[src/rtl/i2c_slave_byte_engine.sv]
// Byte-level I2C slave engine: address match, receive/transmit shifting and
// ACK generation/checking. Drives SDA only through an open-drain pull-low enable.
module i2c_slave_byte_engine #(
  parameter logic [6:0] SLAVE_ADDR = 7'h50
) (
  input  logic       CLK,
  input  logic       RST,
  input  logic       SDA_in,
  input  logic       SCL_in,
  input  logic       Start_Condition,
  input  logic       Stop_Condition,
  input  logic [7:0] Tx_Data,
  output logic       SDA_oe,
  output logic [7:0] Rx_Data,
  output logic       Rx_Valid,
  output logic       Tx_Load,
  output logic       Addressed,
  output logic       RW
);

  typedef enum logic [2:0] {
    StIdle,
    StAddr,
    StAddrAck,
    StRxData,
    StRxAck,
    StTxData,
    StTxAck
  } state_e;

  state_e     state_q;
  logic       scl_q;
  logic [7:0] sreg_q;
  logic [2:0] bcnt_q;
  // Set once a byte (or master ACK) has been taken on a rise; acted on at the next fall.
  logic       done_q;
  // Delays Rx_Valid one cycle behind the Rx_Data update.
  logic       rx_pend_q;

  logic       scl_rise;
  logic       scl_fall;
  logic [7:0] shift_in;
  logic       unused_sreg_msb;

  assign scl_rise        = SCL_in & ~scl_q;
  assign scl_fall        = ~SCL_in & scl_q;
  assign shift_in        = {sreg_q[6:0], SDA_in};
  // Transmit bit 7 is taken straight from Tx_Data, so the register MSB is never read.
  assign unused_sreg_msb = sreg_q[7];

  // Bus-phase FSM with registered outputs; Start beats Stop beats SCL edges.
  always_ff @(posedge CLK or posedge RST) begin
    if (RST) begin
      state_q   <= StIdle;
      scl_q     <= 1'b0;
      sreg_q    <= 8'h00;
      bcnt_q    <= 3'd0;
      done_q    <= 1'b0;
      rx_pend_q <= 1'b0;
      SDA_oe    <= 1'b0;
      Rx_Data   <= 8'h00;
      Rx_Valid  <= 1'b0;
      Tx_Load   <= 1'b0;
      Addressed <= 1'b0;
      RW        <= 1'b0;
    end else begin
      scl_q     <= SCL_in;
      Rx_Valid  <= rx_pend_q;
      rx_pend_q <= 1'b0;
      Tx_Load   <= 1'b0;
      if (Start_Condition) begin
        state_q   <= StAddr;
        bcnt_q    <= 3'd0;
        done_q    <= 1'b0;
        SDA_oe    <= 1'b0;
        Addressed <= 1'b0;
      end else if (Stop_Condition) begin
        state_q   <= StIdle;
        done_q    <= 1'b0;
        SDA_oe    <= 1'b0;
        Addressed <= 1'b0;
      end else begin
        case (state_q)
          StIdle: begin
          end
          StAddr: begin
            if (scl_rise) begin
              sreg_q <= shift_in;
              bcnt_q <= bcnt_q + 3'd1;
              if (bcnt_q == 3'd7) begin
                if (shift_in[7:1] == SLAVE_ADDR) begin
                  RW     <= shift_in[0];
                  done_q <= 1'b1;
                end else begin
                  state_q <= StIdle;
                end
              end
            end else if (scl_fall && done_q) begin
              done_q    <= 1'b0;
              state_q   <= StAddrAck;
              SDA_oe    <= 1'b1;
              Addressed <= 1'b1;
            end
          end
          StAddrAck: begin
            if (scl_fall) begin
              bcnt_q <= 3'd0;
              if (RW) begin
                state_q <= StTxData;
                sreg_q  <= Tx_Data;
                Tx_Load <= 1'b1;
                SDA_oe  <= ~Tx_Data[7];
              end else begin
                state_q <= StRxData;
                SDA_oe  <= 1'b0;
              end
            end
          end
          StRxData: begin
            if (scl_rise) begin
              sreg_q <= shift_in;
              bcnt_q <= bcnt_q + 3'd1;
              if (bcnt_q == 3'd7) begin
                Rx_Data   <= shift_in;
                rx_pend_q <= 1'b1;
                done_q    <= 1'b1;
              end
            end else if (scl_fall && done_q) begin
              done_q  <= 1'b0;
              state_q <= StRxAck;
              SDA_oe  <= 1'b1;
            end
          end
          StRxAck: begin
            if (scl_fall) begin
              SDA_oe  <= 1'b0;
              state_q <= StRxData;
              bcnt_q  <= 3'd0;
            end
          end
          StTxData: begin
            if (scl_rise) begin
              bcnt_q <= bcnt_q + 3'd1;
            end else if (scl_fall) begin
              if (bcnt_q != 3'd0) begin
                sreg_q <= {sreg_q[6:0], 1'b0};
                SDA_oe <= ~sreg_q[6];
              end else begin
                SDA_oe  <= 1'b0;
                state_q <= StTxAck;
              end
            end
          end
          StTxAck: begin
            if (scl_rise) begin
              if (SDA_in) begin
                state_q   <= StIdle;
                Addressed <= 1'b0;
                SDA_oe    <= 1'b0;
              end else begin
                done_q <= 1'b1;
              end
            end else if (scl_fall && done_q) begin
              done_q  <= 1'b0;
              sreg_q  <= Tx_Data;
              Tx_Load <= 1'b1;
              SDA_oe  <= ~Tx_Data[7];
              bcnt_q  <= 3'd0;
              state_q <= StTxData;
            end
          end
          default: state_q <= StIdle;
        endcase
      end
    end
  end

endmodule

[config.mk]
export PLATFORM = sky130hd
export DESIGN_NAME = i2c_slave_byte_engine
export DESIGN_NICKNAME = d
export VERILOG_FILES = /design/src/rtl/i2c_slave_byte_engine.sv
export SDC_FILE = /design/constraint.sdc
export NUM_CORES = 1
export LEC_CHECK = 0
export BUFFER_PORTS_ARGS = -buffer_cell sky130_fd_sc_hd__buf_2
export CAP_MARGIN = 40
export CORE_MARGIN = 10
export CORE_UTILIZATION = 60
export DETAILED_ROUTE_END_ITERATION = 10
export GPL_ROUTABILITY_DRIVEN = 1
export GPL_TIMING_DRIVEN = 0
export PLACE_DENSITY = 0.95
export SLEW_MARGIN = 20
export SYNTH_ARGS = -nofsm -noshare
export SYNTH_HDL_FRONTEND = slang
export SYNTH_SLANG_ARGS = --single-unit
[constraint.sdc]
create_clock -name CLK -period 5.5 [get_ports CLK]
set_clock_uncertainty 0.05 [all_clocks]
set_input_delay 0.275 -clock CLK [delete_from_list [all_inputs] [get_ports CLK]]
set_output_delay 0.275 -clock CLK [all_outputs]
set_load 0.05 [all_outputs]
After elaboration in Yosys (flattened, before gate mapping)

Index checks and enable logic that the tools add are counted.

Register bits after elaboration: 29
Output and inout port bits: 13
Word-level logic and storage cells: 158

Bitwise gates (word level): 8
Reductions and logical operators: 19
Equality and inequality tests: 43
Add/subtract/negate cells: 1
Muxes and demuxes: 75

Operators with widths:

| kind                                                                  | count |
|---|---|
| 3-bit two-way mux                                                     | 23 |
| 7-bit two-way mux                                                     | 8 |
| 4-bit != test, second input constant                                  | 12 |
| 5-bit != test, second input constant                                  | 8 |
| 1-bit two-way mux                                                     | 37 |
| 7-bit case mux with 4 select lines                                    | 1 |
| 3-bit case mux with 7 select lines                                    | 1 |
| 2-bit != test, second input constant                                  | 8 |
| 5-bit AND reduction                                                   | 3 |
| 13-bit AND reduction                                                  | 1 |
| 3-bit equality test, second input constant                            | 4 |
| 6-bit AND reduction                                                   | 2 |
| 4-bit nonzero test                                                    | 3 |
| 11-bit AND reduction                                                  | 1 |
| 3-bit != test, second input constant                                  | 3 |
| 3-bit case mux with 3 select lines                                    | 1 |
| 9-bit AND reduction                                                   | 1 |
| 7-bit equality test, second input constant                            | 1 |
| 7-bit nonzero test                                                    | 1 |
| 3-bit by 2-bit equality test with 1-bit output, second input constant | 2 |
| 3-bit by 1-bit != test with 1-bit output, second input constant       | 2 |
| 1-bit inverter                                                        | 6 |
| 1-bit case mux with 5 select lines                                    | 1 |
| 5-bit nonzero test                                                    | 1 |
| other kinds (12)                                                      | 15 |

Depth between registers and ports, before layout

Depth after elaboration: 8
Mapped depth: 7

Worst setup path after synthesis

OpenSTA, ideal clock, no wires.

Path kind: register to register
Start point: register scl_q
End point: register state_q[1]
Clock period less this slack: 1921 ps
Setup slack: 3579 ps
Cell stages (with the launch flop): 7
Arrival: 1744 ps
Data required time: 5322 ps
Setup time: 128 ps
Cell sequence: dfrtp_1 nand2b_1 clkbuf_1 or4_4 a21oi_2 a211o_2 mux2_1

Cells in the longest elaborated chain, start to end: 6
Elaborated cells between the ends (all ways): 21
Those cells by class: eq/ne (11); mux (5); bitwise (3); reduce/logical (2)

Ends and longest elaborated chain:

| item                                        | line    | source |
|---|---|---|
| from (decl)                                 | 32      | `logic scl_q;` |
| from (signal assigned)                      | 67      | `scl_q <= SCL_in;` |
| 1-bit inverter                              | 45      | `assign scl_rise = SCL_in & ~scl_q;` |
| 1-bit AND                                   | 45      |  |
| 3-bit two-way mux, on equally long branches | 155, 87 |  |
| 3-bit case mux with 7 select lines          | 83      | `case (state_q)` |
| 3-bit two-way mux                           | 77      | `end else if (Stop_Condition) begin` |
| 3-bit two-way mux                           | 71      | `if (Start_Condition) begin` |
| to (signal assigned)                        | 72      | `state_q <= StAddr;` |
| to (signal assigned)                        | 78      | `state_q <= StIdle;` |
| to (signal assigned)                        | 157     | `state_q <= StIdle;` |
| to (decl)                                   | 31      | `state_e state_q;` |

Parallel ways exist; a longest one is shown, timed or not.
A chain may end at the register's enable or synchronous reset.

Worst setup path after layout

Start point: register bcnt_q[0]
End point: register sreg_q[1]

Cells in the longest elaborated chain, start to end: 3

Ends and longest elaborated chain:

| item                                  | line | source |
|---|---|---|
| from (decl)                           | 34   | `logic [2:0] bcnt_q;` |
| from (signal assigned)                | 89   | `bcnt_q <= bcnt_q + 3'd1;` |
| from (signal assigned)                | 122  | `bcnt_q <= bcnt_q + 3'd1;` |
| from (signal assigned)                | 143  | `bcnt_q <= bcnt_q + 3'd1;` |
| 3-bit nonzero test                    | 145  | `if (bcnt_q != 3'd0) begin` |
| 2-bit != test (no source line)        | -    |  |
| 11-bit AND reduction (no source line) | -    |  |
| to (signal assigned)                  | 121  | `sreg_q <= shift_in;` |
| to (signal assigned)                  | 146  | `sreg_q <= {sreg_q[6:0], 1'b0};` |
| to (signal assigned)                  | 165  | `sreg_q <= Tx_Data;` |
| to (decl)                             | 33   | `logic [7:0] sreg_q;` |

No other way between the ends.

==> flow_metrics.env <==
export IMPL_grt_pass1_wl_um=6730
export IMPL_relSlewSlack_pct=57.2
export IMPL_clock_path_buffers=2
export IMPL_reg2reg_to="sreg_q[1]"
export IMPL_ant_nets=0
export IMPL_required_ns=5.66
export IMPL_hold_viol=0
export IMPL_clkTransAtPathRegs_ns=0.09
export IMPL_gr_total_overflow=0
export IMPL_cts_resized=0
export IMPL_yosys_warnings=0
export IMPL_die_h_um=73.0
export IMPL_min_path_cells=1
export IMPL_endpoint_kind="flip-flop"
export IMPL_fmax_ghz=0.466
export IMPL_p_switching_mw=0.158
export IMPL_syn_nets=181
export IMPL_totalWireLength_um=4020
export IMPL_insertion_delay_ns=0.32
export IMPL_synthCells=164
export IMPL_synth_top_area_share_pct=43.0
export IMPL_start_util_pct=61.7
export IMPL_cap_violations=0
export IMPL_antenna_cells=0
export IMPL_grt_total_usage_pct=15.6
export IMPL_cts_sinks=29
export IMPL_worst_path_max_delay_cell="dfrtp_1"
export IMPL_synth_top_area_cell="dfrtp_1"
export IMPL_dpl_hpwl_um=3040
export IMPL_first_iter_violations=225
export IMPL_first_global_vias=1432
export IMPL_path_class="flip-flop to flip-flop"
export IMPL_pwr_share_clk_pct=32.5
export IMPL_die_area_um2=5330
export IMPL_fin_nets=216
export IMPL_drv_slew=0
export IMPL_cts_buffers=5
export IMPL_status="completed"
export IMPL_crit_chain="inv_1, ha_1, nor2b_1, nor4b_1, o21a_1, o21ai_2, mux2_2"
export IMPL_grt_max_degree=21
export IMPL_worst_pin_slew_ns=0.637
export IMPL_drive_gt1_share_pct=35.5
export IMPL_pin_count=27
export IMPL_rsz0062_at_grt="false"
export IMPL_pwr_share_comb_pct=20.7
export IMPL_yosys_top_cells_count="dfrtp_1, mux2_2, nand2_1, o21ai_0"
export IMPL_whs_ns=0.0695
export IMPL_critical_path_max_stage_delay_ns=0.42
export IMPL_area_delta_synth_final_pct=16.5
export IMPL_reg2regPathDepth=7
export IMPL_ir_drop_mv=0.388
export IMPL_cp_max_fo=7
export IMPL_fillCellCount=193
export IMPL_synth_most_common_cell="dfrtp_1"
export IMPL_cts_tree="yes"
export IMPL_synthArstFlopShare_pct=100
export IMPL_viasPerCell=6.06
export IMPL_rows=19
export IMPL_synthDistinctLibCells=47
export IMPL_cp_buffers_inverters=1
export IMPL_seqPwrFrac_pct=46.8
export IMPL_antenna_found_initial=0
export IMPL_tns_ns=0
export IMPL_worstHoldStart="SCL_in"
export IMPL_synth_area_um2=1690
export IMPL_post_route_min_period_ns=2.15
export IMPL_fin_crit_sh_pct=39.1
export IMPL_first_pass_iters=6
export IMPL_num_vias=1400
export IMPL_yosysSeqAreaShare_pct=43.0
export IMPL_cts_root_buf="clkbuf_4"
export IMPL_wl_per_cell_um=17.4
export IMPL_die_width_um=73.0
export IMPL_p_leak_nw=0.932
export IMPL_p_int_mw=0.402
export IMPL_critPathTopFamily="compound AO/OA/AOI/OAI gates"
export IMPL_worstPathArrival_ns=2.31
export IMPL_rr_startpoint="bcnt_q[0]"
export IMPL_gp_congestion=0.943
export IMPL_critPathLaunchType="flip-flop"
export IMPL_powerDensity_nw_per_um2=285
export IMPL_post_route_util_pct=71.9
export IMPL_postSynthAreaPerCell_um2=10.3
export IMPL_drc_errors=0
export IMPL_regToRegSetupSlack_ns=3.35
export IMPL_swShare_pct=28.3
export IMPL_cts_max_level=2
export IMPL_synth_main_ff_cell="dfrtp_1"
export IMPL_synth_edf_count=0
export IMPL_min_path_type="input pin to flip-flop"
export IMPL_core_area_um2=2730
export IMPL_ys_ff_latch=29
export IMPL_io_buffers=26
export IMPL_synthTopCellsByArea="dfrtp_1, mux2_2, o21ai_0"
export IMPL_hold_end="scl_q"
export IMPL_setup_viol=0
[worst max-delay path by stage]
| stage | startpoint | endpoint | depth (start not counted) |
|---|---|---|---|
| after floorplan | scl_q | state_q[1] | 6 |
| after global placement | Stop_Condition | state_q[1] | 7 |
| after detailed placement | bcnt_q[0] | sreg_q[1] | 7 |
| after CTS | bcnt_q[0] | sreg_q[1] | 7 |
| after global routing | scl_q | sreg_q[2] | 6 |
| final | bcnt_q[0] | sreg_q[1] | 7 |
[layout make-up]
cell class,instances,area (um2),area share (%)
Inverter,5,18.8,0.955
Multi-Input combinational cell,121,895,45.5
Tap cell,31,38.8,1.97
Clock buffer,7,55.1,2.80
Buffer,9,47.5,2.42
Clock inverter,1,30.0,1.53
Timing Repair Buffer,28,155,7.89
Sequential cell,29,726,36.9
[placed cells by master, fill, tap and decap left out, types with 2 or more instances in the layout]
master,synthesis,layout
buf_2,5,31
dfrtp_1,29,29
mux2_2,22,22
o21ai_0,11,11
nand2_1,11,11
nor2_1,9,9
a21oi_1,9,9
nand2b_1,7,7
nor2b_1,5,5
inv_1,5,5
clkbuf_4,0,5
clkbuf_1,2,3
o22ai_1,3,3
mux2_1,3,3
nand3_1,3,3
ha_1,3,3
nor3_1,2,2
o211ai_1,2,2
or4b_2,2,2
and3_1,2,2
o31ai_1,2,2
[per-layer routing]
layer	part of all wire [%]	vias to the layer above	GRT usage [%]	wire, um
met5	0	-	0	0
met4	2.5	0	7.59	99
met3	7.7	10	4.90	311
met2	50	62	24.7	2000
met1	40	660	18.6	1610
li1	-	668	-	-
[power by group through the flow]
stage | logic (mW) | clock network, mW | registers [mW]
2_1_floorplan | 0.0850 | 0 | 0.260
3_3_place_gp | 0.107 | 0 | 0.263
3_5_place_dp | 0.114 | 0 | 0.267
4_1_cts | 0.116 | 0.186 | 0.262
5_1_grt | 0.128 | 0.194 | 0.267
6_report | 0.116 | 0.182 | 0.262
[per-stage QoR]
stage	area [um2]	instances	total power [mW]	setup WS, ns
global placement	1860	221	0.370	3.42
CTS	1970	231	0.564	3.37
finish	1970	231	0.561	3.35
detailed placement	1870	222	0.381	3.38
global route	1970	231	0.589	3.23
floorplan	1690	164	0.346	3.58
[timing repair]
action,in CTS,in global routing
endpoints found under the hold margin,9,0
buffers inserted,0,0
hold buffers,1,0
[cells by family after synthesis]
| group | count (synthesis) | share of synthesized area [%] |
|---|---|---|
| xor gates and xnor gates | 1 | 0.519 |
| buffers and inverters | 14 | 3.93 |
| muxes | 25 | 16.7 |
| and+or+nand+nor | 51 | 17.9 |
| adders and majority gates | 3 | 2.23 |
| AOI/OAI and AO/OA | 41 | 15.7 |
| DFF | 29 | 43.0 |
[state kept, by name, summed over array words and instances (netlist names)]
register   count
Rx_Data        8
sreg_q         7
bcnt_q         3
state_q        3
Addressed      1
RW             1
Rx_Valid       1
SDA_oe         1
Tx_Load        1
done_q         1
rx_pend_q      1
scl_q          1
Power figures use the tool's default switching activity.
